<file path="config.mk">
export PLATFORM = sky130hd
export DESIGN_NAME = mem_arbiter_flat
export DESIGN_NICKNAME = d
export VERILOG_FILES = /design/src/rtl/mem_arbiter_pkg.sv /design/src/rtl/mem_arbiter_if.sv /design/src/rtl/mem_timeout_cnt.sv /design/src/rtl/mem_arbiter.sv /design/src/flat_wrapper.sv
export SDC_FILE = /design/constraint.sdc
export NUM_CORES = 1
export LEC_CHECK = 0
export ABC_AREA = 0
export CORE_UTILIZATION = 35
export CTS_CLUSTER_SIZE = 25
export DETAILED_ROUTE_END_ITERATION = 10
export PLACE_DENSITY_LB_ADDON = 0.15
export SLEW_MARGIN = 40
export SYNTH_ARGS = -nofsm -noshare
export SYNTH_HDL_FRONTEND = slang
export SYNTH_SLANG_ARGS = --single-unit
</file>
<file path="constraint.sdc">
create_clock -name clk -period 1.8 [get_ports clk]
set_input_delay 0.18 -clock clk [delete_from_list [all_inputs] [get_ports clk]]
set_output_delay 0.18 -clock clk [all_outputs]
set_load 0.02 [all_outputs]
</file>
<file path="src/rtl/mem_arbiter_pkg.sv">
// mem_arbiter shared definitions
// FSM encodings, CU opcodes, arbitration helper
package mem_arbiter_pkg;

  localparam logic [2:0] S_IDLE     = 3'd0;
  localparam logic [2:0] S_CPU_ACC  = 3'd1;
  localparam logic [2:0] S_CPU_DONE = 3'd2;
  localparam logic [2:0] S_LDR_ACC  = 3'd3;
  localparam logic [2:0] S_LDR_DONE = 3'd4;

  localparam logic [5:0] OP_R     = 6'b000000;
  localparam logic [5:0] OP_LW    = 6'b100011;
  localparam logic [5:0] OP_SW    = 6'b101011;
  localparam logic [5:0] OP_BEQ   = 6'b000100;
  localparam logic [5:0] OP_J     = 6'b000010;
  localparam logic [5:0] OP_ADDIU = 6'b001001;

  // Round-robin: loader wins a tie unless it had the last grant
  function automatic logic pick_ldr(
    input logic cpu_req,
    input logic ldr_req,
    input logic last_ldr
  );
    return ldr_req & (~cpu_req | ~last_ldr);
  endfunction

endpackage

</file>
<file path="src/rtl/mem_arbiter_if.sv">
// mem_arbiter bus bundle
// CPU, loader and memory sides in one interface
interface mem_arbiter_if #(
  parameter int AW = 32,
  parameter int DW = 32
);
  logic          cpu_rd;
  logic          cpu_wr;
  logic [AW-1:0] cpu_addr;
  logic [DW-1:0] cpu_wdata;
  logic [DW-1:0] cpu_rdata;
  logic          cpu_stall;
  logic          ldr_req;
  logic          ldr_we;
  logic [AW-1:0] ldr_addr;
  logic [DW-1:0] ldr_wdata;
  logic [DW-1:0] ldr_rdata;
  logic          ldr_done;
  logic          mem_en;
  logic          mem_we;
  logic [AW-1:0] mem_addr;
  logic [DW-1:0] mem_wdata;
  logic [DW-1:0] mem_rdata;
  logic          mem_ready;
  logic          err_timeout;

  modport master (
    input  cpu_rd, cpu_wr, cpu_addr, cpu_wdata,
    input  ldr_req, ldr_we, ldr_addr, ldr_wdata,
    input  mem_rdata, mem_ready,
    output cpu_rdata, cpu_stall,
    output ldr_rdata, ldr_done,
    output mem_en, mem_we, mem_addr, mem_wdata,
    output err_timeout
  );

  modport slave (
    output cpu_rd, cpu_wr, cpu_addr, cpu_wdata,
    output ldr_req, ldr_we, ldr_addr, ldr_wdata,
    output mem_rdata, mem_ready,
    input  cpu_rdata, cpu_stall,
    input  ldr_rdata, ldr_done,
    input  mem_en, mem_we, mem_addr, mem_wdata,
    input  err_timeout
  );
endinterface

</file>
<file path="src/rtl/mem_timeout_cnt.sv">
// Access timeout counter
// o_tc flags the cycle whose increment reaches TIMEOUT
module mem_timeout_cnt #(
  parameter logic [3:0] TIMEOUT = 4'd15
) (
  input  logic clk,
  input  logic rst_n,
  input  logic i_clr,
  input  logic i_en,
  output logic o_tc
);
  logic [3:0] r_cnt;

  // Clear has priority over counting
  always_ff @(posedge clk or negedge rst_n) begin
    if (!rst_n)
      r_cnt <= 4'd0;
    else if (i_clr)
      r_cnt <= 4'd0;
    else if (i_en)
      r_cnt <= r_cnt + 4'd1;
  end

  assign o_tc = i_en & (r_cnt == TIMEOUT - 4'd1);
endmodule

</file>
<file path="src/rtl/mem_arbiter.sv">
// Unified memory arbiter: CPU vs loader
// Round-robin grant, req/ready sequencing, timeout
module mem_arbiter
  import mem_arbiter_pkg::*;
#(
  parameter int         AW      = 32,
  parameter int         DW      = 32,
  parameter logic [3:0] TIMEOUT = 4'd15
) (
  input  logic          clk,
  input  logic          rst_n,
  mem_arbiter_if.master bus
);
  logic [2:0]    r_state;
  logic          r_last_ldr;
  logic          r_mem_en;
  logic          r_mem_we;
  logic [AW-1:0] r_mem_addr;
  logic [DW-1:0] r_mem_wdata;
  logic [DW-1:0] r_cpu_rdata;
  logic [DW-1:0] r_ldr_rdata;
  logic          r_err;

  logic w_cpu_req;
  logic w_grant_ldr;
  logic w_grant_cpu;
  logic w_acc;
  logic w_is_cpu;
  logic w_cnt_en;
  logic w_tc;

  assign w_cpu_req   = bus.cpu_rd | bus.cpu_wr;
  assign w_grant_ldr = pick_ldr(w_cpu_req,
                                bus.ldr_req,
                                r_last_ldr);
  assign w_grant_cpu = w_cpu_req & ~w_grant_ldr;
  assign w_is_cpu    = (r_state == S_CPU_ACC);
  assign w_acc       = w_is_cpu |
                       (r_state == S_LDR_ACC);
  assign w_cnt_en    = w_acc & ~bus.mem_ready;

  mem_timeout_cnt #(.TIMEOUT(TIMEOUT)) u_cnt (
    .clk   (clk),
    .rst_n (rst_n),
    .i_clr (r_state == S_IDLE),
    .i_en  (w_cnt_en),
    .o_tc  (w_tc)
  );

  // Grant, access sequencing and data capture
  always_ff @(posedge clk or negedge rst_n) begin
    if (!rst_n) begin
      r_state     <= S_IDLE;
      r_last_ldr  <= 1'b0;
      r_mem_en    <= 1'b0;
      r_mem_we    <= 1'b0;
      r_mem_addr  <= '0;
      r_mem_wdata <= '0;
      r_cpu_rdata <= '0;
      r_ldr_rdata <= '0;
      r_err       <= 1'b0;
    end else begin
      case (r_state)
        S_IDLE: begin
          if (w_grant_ldr) begin
            r_state     <= S_LDR_ACC;
            r_last_ldr  <= 1'b1;
            r_mem_en    <= 1'b1;
            r_mem_we    <= bus.ldr_we;
            r_mem_addr  <= bus.ldr_addr;
            r_mem_wdata <= bus.ldr_wdata;
          end else if (w_grant_cpu) begin
            r_state     <= S_CPU_ACC;
            r_last_ldr  <= 1'b0;
            r_mem_en    <= 1'b1;
            r_mem_we    <= bus.cpu_wr;
            r_mem_addr  <= bus.cpu_addr;
            r_mem_wdata <= bus.cpu_wdata;
          end
        end
        S_CPU_ACC, S_LDR_ACC: begin
          if (bus.mem_ready || w_tc) begin
            r_mem_en <= 1'b0;
            r_mem_we <= 1'b0;
            r_state  <= w_is_cpu ? S_CPU_DONE
                                 : S_LDR_DONE;
            if (!bus.mem_ready)
              r_err <= 1'b1;
            if (!r_mem_we) begin
              if (w_is_cpu)
                r_cpu_rdata <= bus.mem_ready ?
                               bus.mem_rdata : '0;
              else
                r_ldr_rdata <= bus.mem_ready ?
                               bus.mem_rdata : '0;
            end
          end
        end
        default: r_state <= S_IDLE;
      endcase
    end
  end

  assign bus.mem_en      = r_mem_en;
  assign bus.mem_we      = r_mem_we;
  assign bus.mem_addr    = r_mem_addr;
  assign bus.mem_wdata   = r_mem_wdata;
  assign bus.cpu_rdata   = r_cpu_rdata;
  assign bus.ldr_rdata   = r_ldr_rdata;
  assign bus.err_timeout = r_err;
  assign bus.ldr_done    = (r_state == S_LDR_DONE);
  assign bus.cpu_stall   = w_cpu_req &
                           (r_state != S_CPU_DONE);
endmodule

</file>
<file path="src/flat_wrapper.sv">
// flat-port wrapper written by rule: the top's interface ports become plain ports
module mem_arbiter_flat import mem_arbiter_pkg::*;
#(
  parameter int         AW      = 32,
  parameter int         DW      = 32,
  parameter logic [3:0] TIMEOUT = 4'd15
)
  (clk, rst_n, bus_cpu_rd, bus_cpu_wr, bus_cpu_addr, bus_cpu_wdata, bus_ldr_req, bus_ldr_we, bus_ldr_addr, bus_ldr_wdata, bus_mem_rdata, bus_mem_ready, bus_cpu_rdata, bus_cpu_stall, bus_ldr_rdata, bus_ldr_done, bus_mem_en, bus_mem_we, bus_mem_addr, bus_mem_wdata, bus_err_timeout);
  mem_arbiter_if #(.AW(AW), .DW(DW)) bus_i ();
  input  logic clk;
  input  logic rst_n;
  input wire logic [$bits(bus_i.cpu_rd)-1:0] bus_cpu_rd;
  input wire logic [$bits(bus_i.cpu_wr)-1:0] bus_cpu_wr;
  input wire logic [$bits(bus_i.cpu_addr)-1:0] bus_cpu_addr;
  input wire logic [$bits(bus_i.cpu_wdata)-1:0] bus_cpu_wdata;
  input wire logic [$bits(bus_i.ldr_req)-1:0] bus_ldr_req;
  input wire logic [$bits(bus_i.ldr_we)-1:0] bus_ldr_we;
  input wire logic [$bits(bus_i.ldr_addr)-1:0] bus_ldr_addr;
  input wire logic [$bits(bus_i.ldr_wdata)-1:0] bus_ldr_wdata;
  input wire logic [$bits(bus_i.mem_rdata)-1:0] bus_mem_rdata;
  input wire logic [$bits(bus_i.mem_ready)-1:0] bus_mem_ready;
  output wire logic [$bits(bus_i.cpu_rdata)-1:0] bus_cpu_rdata;
  output wire logic [$bits(bus_i.cpu_stall)-1:0] bus_cpu_stall;
  output wire logic [$bits(bus_i.ldr_rdata)-1:0] bus_ldr_rdata;
  output wire logic [$bits(bus_i.ldr_done)-1:0] bus_ldr_done;
  output wire logic [$bits(bus_i.mem_en)-1:0] bus_mem_en;
  output wire logic [$bits(bus_i.mem_we)-1:0] bus_mem_we;
  output wire logic [$bits(bus_i.mem_addr)-1:0] bus_mem_addr;
  output wire logic [$bits(bus_i.mem_wdata)-1:0] bus_mem_wdata;
  output wire logic [$bits(bus_i.err_timeout)-1:0] bus_err_timeout;
  assign bus_i.cpu_rd = bus_cpu_rd;
  assign bus_i.cpu_wr = bus_cpu_wr;
  assign bus_i.cpu_addr = bus_cpu_addr;
  assign bus_i.cpu_wdata = bus_cpu_wdata;
  assign bus_i.ldr_req = bus_ldr_req;
  assign bus_i.ldr_we = bus_ldr_we;
  assign bus_i.ldr_addr = bus_ldr_addr;
  assign bus_i.ldr_wdata = bus_ldr_wdata;
  assign bus_i.mem_rdata = bus_mem_rdata;
  assign bus_i.mem_ready = bus_mem_ready;
  assign bus_cpu_rdata = bus_i.cpu_rdata;
  assign bus_cpu_stall = bus_i.cpu_stall;
  assign bus_ldr_rdata = bus_i.ldr_rdata;
  assign bus_ldr_done = bus_i.ldr_done;
  assign bus_mem_en = bus_i.mem_en;
  assign bus_mem_we = bus_i.mem_we;
  assign bus_mem_addr = bus_i.mem_addr;
  assign bus_mem_wdata = bus_i.mem_wdata;
  assign bus_err_timeout = bus_i.err_timeout;
  mem_arbiter #(.AW(AW), .DW(DW), .TIMEOUT(TIMEOUT)) u_core (.clk(clk), .rst_n(rst_n), .bus(bus_i));
endmodule
</file>
==> results.sh, run 1 <==
export IMPL_hold_path_class="in -> async"
export IMPL_p_per_area_nw_per_um2=1840
export IMPL_drt_met1_wl_um=7300
export IMPL_p_leak_nw=4.27
export IMPL_period_share=1.00
export IMPL_yosysTopAreaCellShare=0.601
export IMPL_firstDrtPassIters=7
export IMPL_clock_skew_ns=0.00661
export IMPL_worstPathArrival_ns=2.10
export IMPL_antenna_found_initial=0
export IMPL_critPathMaxFanout=32
export IMPL_synth_distinct_cells=34
export IMPL_totalWireLength_um=18500
export IMPL_rsz0062_at_grt="true"
export IMPL_avgViaCountPerCell=4.94
export IMPL_route_met3_wl_um=1660
export IMPL_dieWidth_um=131
export IMPL_cts_sinks=139
export IMPL_max_cap_viol_count=0
export IMPL_cts_clk_slew_worst_paths_ns=0.06
export IMPL_core_rowCount=46
export IMPL_critPathMaxStageDelay_ns=0.44
export IMPL_synth_most_common_cell="dfrtp_1"
export IMPL_drive_above_1_share=0.0885
export IMPL_synth_area_per_cell_um2=10.3
export IMPL_hold_violations=0
export IMPL_ys_async_sr_fraction=1.00
export IMPL_nNetsFinal=1037
export IMPL_root_buffer="clkbuf_16"
export IMPL_violations="negative setup slack"
export IMPL_numCtsBuffers=17
export IMPL_wl_per_cell_um=16.8
export IMPL_syn_area_um2=5790
export IMPL_wl_met2_um=9130
export IMPL_synthAdderAreaFrac=0.00432
export IMPL_synth_xor_area_frac=0.00151
export IMPL_h_tree_depth=4
export IMPL_yosysTopAreaCell="dfrtp_1"
export IMPL_end_kind="register"
export IMPL_grt_start_max_net_pins=77
export IMPL_die_area_um2=17100
export IMPL_status="finished, violations left"
export IMPL_dp_hpwl_um=13100
export IMPL_cp_slowest_cell="or4_4"
export IMPL_path_cells="inv_1 -> ha_2 -> and3_4 -> o21ai_2 -> or4_4 -> buf_12 -> a22o_1"
export IMPL_ir_drop_mv=0.747
export IMPL_synth_top_family_by_area="compound AO/OA/AOI/OAI gates"
export IMPL_relSlewSlack=0.698
export IMPL_timing_fmax_mhz=554
export IMPL_setup_worst_path_start_class="register"
export IMPL_track_usage=0.210
export IMPL_syn_nets=733
export IMPL_synthTopCellsByCount="dfrtp_1 (139), nand2_1 (133), nor2_1 (68)"
export IMPL_start_util=0.362
export IMPL_fin_crit_ns=1.81
export IMPL_cp_num_buf_inv=2
export IMPL_final_cells=1097
export IMPL_n_antenna_cell=0
export IMPL_cp_top_family="simple AND/OR/NAND/NOR gates"
export IMPL_worst_slew_pin_slew_ns=0.453
export IMPL_gp_congestion=0.789
export IMPL_synth_compound_area_frac=0.187
export IMPL_cts_tree="yes"
export IMPL_core_area_um2=16000
export IMPL_seq_area_frac_synth=0.601
export IMPL_ios=300
export IMPL_yosys_warnings=0
export IMPL_setup_viol=4
export IMPL_fillers=1313
export IMPL_synth_ff_type="dfrtp_1"
export IMPL_grt_pass1_vias=5223
export IMPL_place_inst=1059
export IMPL_finalMaxSlewViolations=0
export IMPL_grt_first_pass_wirelength_um=27000
export IMPL_crit_type="reg -> reg"
export IMPL_clock_latency_ns=0.41
export IMPL_synth_seq_cells=139
export IMPL_drtIter0Drc=269
export IMPL_ant_nets=0
export IMPL_maxUsedRoutingLayer="met4"
export IMPL_clock_path_buffers=2
export IMPL_syn_to_final_growth_pct=71.3
export IMPL_critPathRequiredTime_ns=2.09
export IMPL_synth_edff_count=0
export IMPL_drc=0
export IMPL_timing_final_ws_setup_ns=-0.00618
export IMPL_yosys_top_cells_area="dfrtp_1 (60%), a22o_1 (9.7%), nand2_1 (8.6%)"
export IMPL_die_y_um=131
export IMPL_yosys_area_share_simple=0.157
export IMPL_grt_ovfl_total=0
export IMPL_vias=5424
export IMPL_synth_mux_area_frac=0.00367
export IMPL_synth_cells=564
export IMPL_power_total_w=0.0183
export IMPL_portBuffers=299
## area by class of cell
class / count / area (um2) / share of cell area
Sequential cell: 139 / 3480 / 0.351
Inverter: 3 / 11.3 / 0.00114
Clock buffer: 18 / 439 / 0.0443
Clock inverter: 14 / 219 / 0.0221
Tap cell: 216 / 270 / 0.0273
Multi-Input combinational cell: 376 / 2070 / 0.209
Timing Repair Buffer: 331 / 3420 / 0.345
## worst paths after layout
path                                         from                       end  slack [ns]  depth (start not counted)
setup / recovery            u_core.u_cnt.r_cnt[0]  u_core.bus.cpu_rdata[25]      -0.006                          7
hold / removal                              rst_n  u_core.bus.cpu_rdata[11]        0.27                          2
setup reg to reg            u_core.u_cnt.r_cnt[0]  u_core.bus.cpu_rdata[25]      -0.006                          7
hold reg to reg            u_core.bus.err_timeout    u_core.bus.err_timeout        0.47                          1
max in group asynchronous                   rst_n  u_core.bus.mem_wdata[23]        0.86                          3
min in group clk                 bus_ldr_wdata[3]   u_core.bus.mem_wdata[3]        0.33                          3
## worst register-to-register path, stage by stage, from the launching register on
cell	delay (ns)
dfrtp_1	0.38
inv_1	0.06
ha_2	0.17
and3_4	0.18
o21ai_2	0.07
or4_4	0.44
buf_12	0.19
a22o_1	0.22
## per-layer routing
| layer | up-vias | GRT usage |
|---|---|---|
| met3 | 26 | 0.0761 |
| met5 | - | 0 |
| met2 | 234 | 0.352 |
| li1 | 2580 | - |
| met1 | 2584 | 0.243 |
| met4 | 0 | 0.0845 |
## registers in the layout, summed over array words and instances, names as in the netlist
register and flops:
u_core.r_state 3, u_core.bus.mem_wdata 32, u_core.bus.mem_addr 32, u_core.bus.cpu_rdata 32, u_core.bus.err_timeout 1, u_core.bus.mem_we 1
u_core.r_last_ldr 1, u_core.bus.mem_en 1, u_core.u_cnt.r_cnt 4, u_core.bus.ldr_rdata 32
## power breakdown
group / internal, W / switching, W
sequential: 0.00462 / 0.000903
clock: 0.00250 / 0.00136
combinational: 0.00437 / 0.00453
total: 0.0115 / 0.00679
## kinds of logic after synthesis
kind of cell / count (synthesis)
and+or+nand+nor: 223
AOI/OAI and AO/OA: 148
DFF: 139
buffers and inverters: 49
muxes: 2
adders and majority gates: 2
xor gates and xnor gates: 1
## metrics by stage
| stage | setup slack [ns] | instance area (um2) | hold WS [ns] | util | TNS [ns] |
|---|---|---|---|---|---|
| floorplan | -0.00651 | 5790 | -0.116 | - | -0.195 |
| global placement | 0.0207 | 9160 | 0.142 | 0.573 | 0 |
| detailed placement | -0.0384 | 9160 | 0.147 | 0.573 | -0.644 |
| CTS | -0.00212 | 9830 | 0.281 | 0.614 | -0.00360 |
| global route | -0.0710 | 9920 | 0.301 | 0.620 | -2.77 |
| finish | -0.00618 | 9920 | 0.273 | 0.620 | -0.00985 |
## cells in the final DEF, fill, tap and decap left out, types with 2 or more instances in the layout
cell type / netlist / routed
nor2_1: 68 / 68
clkinv_2: 0 / 2
a31oi_1: 65 / 65
inv_1: 3 / 3
clkinv_4: 0 / 4
buf_4: 0 / 16
dlygate4sd2_1: 0 / 2
a22o_1: 64 / 64
nand3_1: 3 / 3
nand2b_1: 3 / 3
a21o_1: 3 / 3
nand2_1: 133 / 132
nor3_1: 4 / 4
o21ai_0: 6 / 6
a21oi_1: 6 / 6
clkdlybuf4s50_1: 0 / 296
buf_6: 6 / 2
buf_12: 0 / 12
dfrtp_1: 139 / 138
clkbuf_16: 0 / 19
bufinv_16: 0 / 5
clkinvlp_4: 0 / 2
## repair_timing
item | 4_1_cts | 5_1_grt
resized for setup | 3 | 3
endpoints found under the setup margin | 34 | 64
hold buffers | 1 | 0
cloned | 0 | 3
endpoints found under the hold margin | 45 | 0
pin swaps | 0 | 10
setup buffers | 0 | 2
(Power assumes the default switching activity.)
==> run 2, diff against run 1 <==
--- a/config.mk
+++ b/config.mk
@@ -6,7 +6,8 @@
 export NUM_CORES = 1
 export LEC_CHECK = 0
 export ABC_AREA = 0
-export CORE_UTILIZATION = 35
+export CORE_ASPECT_RATIO = 1.1
+export CORE_UTILIZATION = 36
 export CTS_CLUSTER_SIZE = 25
 export DETAILED_ROUTE_END_ITERATION = 10
 export PLACE_DENSITY_LB_ADDON = 0.15
==> run 2 against run 1 <==
The run now ends clean. Flip-flop and latch count stayed put. Sequential share of layout area about the same. Combinational power grew 0.6%. Non-clock buffer count is 1 lower. Cell count shrank 1.5%. Hold slack worse by 0.021 ns. Via count rose by 1.3%. Clock-buffer cell count is the same. Setup slack improved by 0.017 ns. Utilization rose by 1.3 points. Clock power barely moved.
==> results.sh, run 2 (synthesis gave the netlist of run 1 again) <==
export IMPL_layout_common_cells="clkdlybuf4s50_1 (295), dfrtp_1 (137), nand2_1 (132)"
export IMPL_p_clk_frac=0.210
export IMPL_path_cells="inv_2 -> ha_4 -> and3_4 -> o21ai_2 -> or3_4 -> clkbuf_16 -> a22o_1"
export IMPL_end_kind="register"
export IMPL_worstPathArrival_ns=2.08
export IMPL_worst_slew_pin_slew_ns=0.418
export IMPL_hold_violations=0
export IMPL_timing_fmax_mhz=559
export IMPL_cts_clk_slew_worst_paths_ns=0.06
export IMPL_cp_num_buf_inv=2
export IMPL_dieWidth_um=123
export IMPL_drtIter0Drc=271
export IMPL_die_area_um2=16600
export IMPL_syn_to_final_growth_pct=71.2
export IMPL_n_antenna_cell=0
export IMPL_h_tree_depth=4
export IMPL_rsz0062_at_grt="true"
export IMPL_ir_drop_mv=0.728
export IMPL_worstReg2RegStart="u_core.u_cnt.r_cnt[0]"
export IMPL_cts_tree="yes"
export IMPL_start_util=0.369
export IMPL_nNetsFinal=1036
export IMPL_pwr_share_comb=0.488
export IMPL_period_share=0.994
export IMPL_drive_above_1_share=0.0898
export IMPL_antenna_found_initial=0
export IMPL_drc=0
export IMPL_max_cap_viol_count=0
export IMPL_numCtsBuffers=17
export IMPL_core_rowCount=48
export IMPL_vias=5495
export IMPL_grt_start_max_net_pins=68
export IMPL_clock_skew_ns=0.0173
export IMPL_cp_slowest_cell="or3_4"
export IMPL_finalCoreUtilization=0.632
export IMPL_crit_start="u_core.u_cnt.r_cnt[0]"
export IMPL_wl_per_cell_um=17.6
export IMPL_fin_crit_ns=1.79
export IMPL_totalWireLength_um=19100
export IMPL_multi_input_area_um2=2090
export IMPL_place_inst=1042
export IMPL_p_per_area_nw_per_um2=1850
export IMPL_relSlewSlack=0.721
export IMPL_internal_power_w=0.0115
export IMPL_status="finished, final reports clean"
export IMPL_setup_viol=0
export IMPL_ff2ff_setup_slack_ns=0.01
export IMPL_critPathMaxStageDelay_ns=0.42
export IMPL_layout_commonest_cell="clkdlybuf4s50_1"
export IMPL_die_y_um=135
export IMPL_crit_type="reg -> reg"
export IMPL_p_switching_w=0.00684
export IMPL_dp_hpwl_um=13400
export IMPL_grt_first_pass_wirelength_um=28100
export IMPL_critPathRequiredTime_ns=2.09
export IMPL_fillers=1267
export IMPL_ant_nets=0
export IMPL_finalMaxSlewViolations=0
export IMPL_p_leak_nw=4.27
export IMPL_gp_congestion=0.813
export IMPL_critPathMaxFanout=6
export IMPL_fin_setup_tns_ns=0
export IMPL_ios=300
export IMPL_seqPwrFrac=0.302
export IMPL_ff_latch_area_um2=3480
export IMPL_clock_latency_ns=0.42
export IMPL_avgViaCountPerCell=5.09
export IMPL_core_area_um2=15700
export IMPL_grt_pass1_vias=5512
export IMPL_firstDrtPassIters=4
export IMPL_hold_path_class="in -> async"
export IMPL_whs_ns=0.252
export IMPL_clock_path_buffers=2
export IMPL_setup_worst_path_start_class="register"
export IMPL_grt_ovfl_total=0
export IMPL_final_cells=1080
export IMPL_track_usage=0.224
export IMPL_cts_sinks=139
export IMPL_swShare=0.373
export IMPL_cp_top_family="simple AND/OR/NAND/NOR gates"
export IMPL_root_buffer="clkbuf_16"
export IMPL_portBuffers=299
## run 2: final cells by class
type | count | share of cell area
sequential | 139 | 0.351
timing repair buffer | 330 | 0.345
multi-input combinational | 376 | 0.211
clock buffer | 18 | 0.0443
tap | 200 | 0.0252
clock inverter | 14 | 0.0220
inverter | 3 | 0.00114
## run 2: path summary, 6_finish.rpt
check	cells after the start	endpoint
worst max-delay path	7	u_core.bus.ldr_rdata[11]
worst min-delay path	2	u_core.bus.ldr_rdata[9]
worst max register to register	7	u_core.bus.ldr_rdata[11]
worst min register to register	1	u_core.bus.err_timeout
max in group asynchronous	3	u_core.r_state[2]
min in group clk	3	u_core.bus.mem_addr[10]
## run 2: worst register-to-register path, stage by stage (launching register included)
cell and delay (ns):
dfrtp_1 0.39, inv_2 0.08, ha_4 0.13, and3_4 0.18, o21ai_2 0.07, or3_4 0.42
clkbuf_16 0.19, a22o_1 0.23
## run 2: stage by stage
| step | setup WS [ns] | instance area, um2 | power [W] |
|---|---|---|---|
| after floorplan | -0.00651 | 5790 | 0.0100 |
| after global placement | -0.00626 | 9140 | 0.0143 |
| after detailed placement | -0.0432 | 9140 | 0.0144 |
| after CTS | 0.00886 | 9820 | 0.0184 |
| after global routing | -0.0365 | 9910 | 0.0193 |
| final | 0.0106 | 9910 | 0.0183 |
## run 2: power by group through the flow
stage,Clock [W],Combinational (W),Sequential (W)
floorplan,0,0.00291,0.00712
global placement,0,0.00873,0.00553
detailed placement,0,0.00889,0.00554
CTS,0.00393,0.00894,0.00553
global route,0.00406,0.00956,0.00571
finish,0.00385,0.00895,0.00554
## run 2: routing by layer
layer | vias to the layer above | global-route usage | part of all wire
met3 | 22 | 0.0663 | 0.081
met4 | 0 | 0.103 | 0.021
met5 | - | 0 | 0
met2 | 238 | 0.375 | 0.51
li1 | 2578 | - | -
met1 | 2657 | 0.263 | 0.39
## run 2: timing repair
action / CTS / global route
setup endpoints to repair: 32 / 71
gates cloned: 0 / 3
endpoints found under the hold margin: 39 / 0
buffers inserted: 2 / 0
gates resized for setup: 4 / 8
hold buffers: 1 / 0
pin swaps: 0 / 14
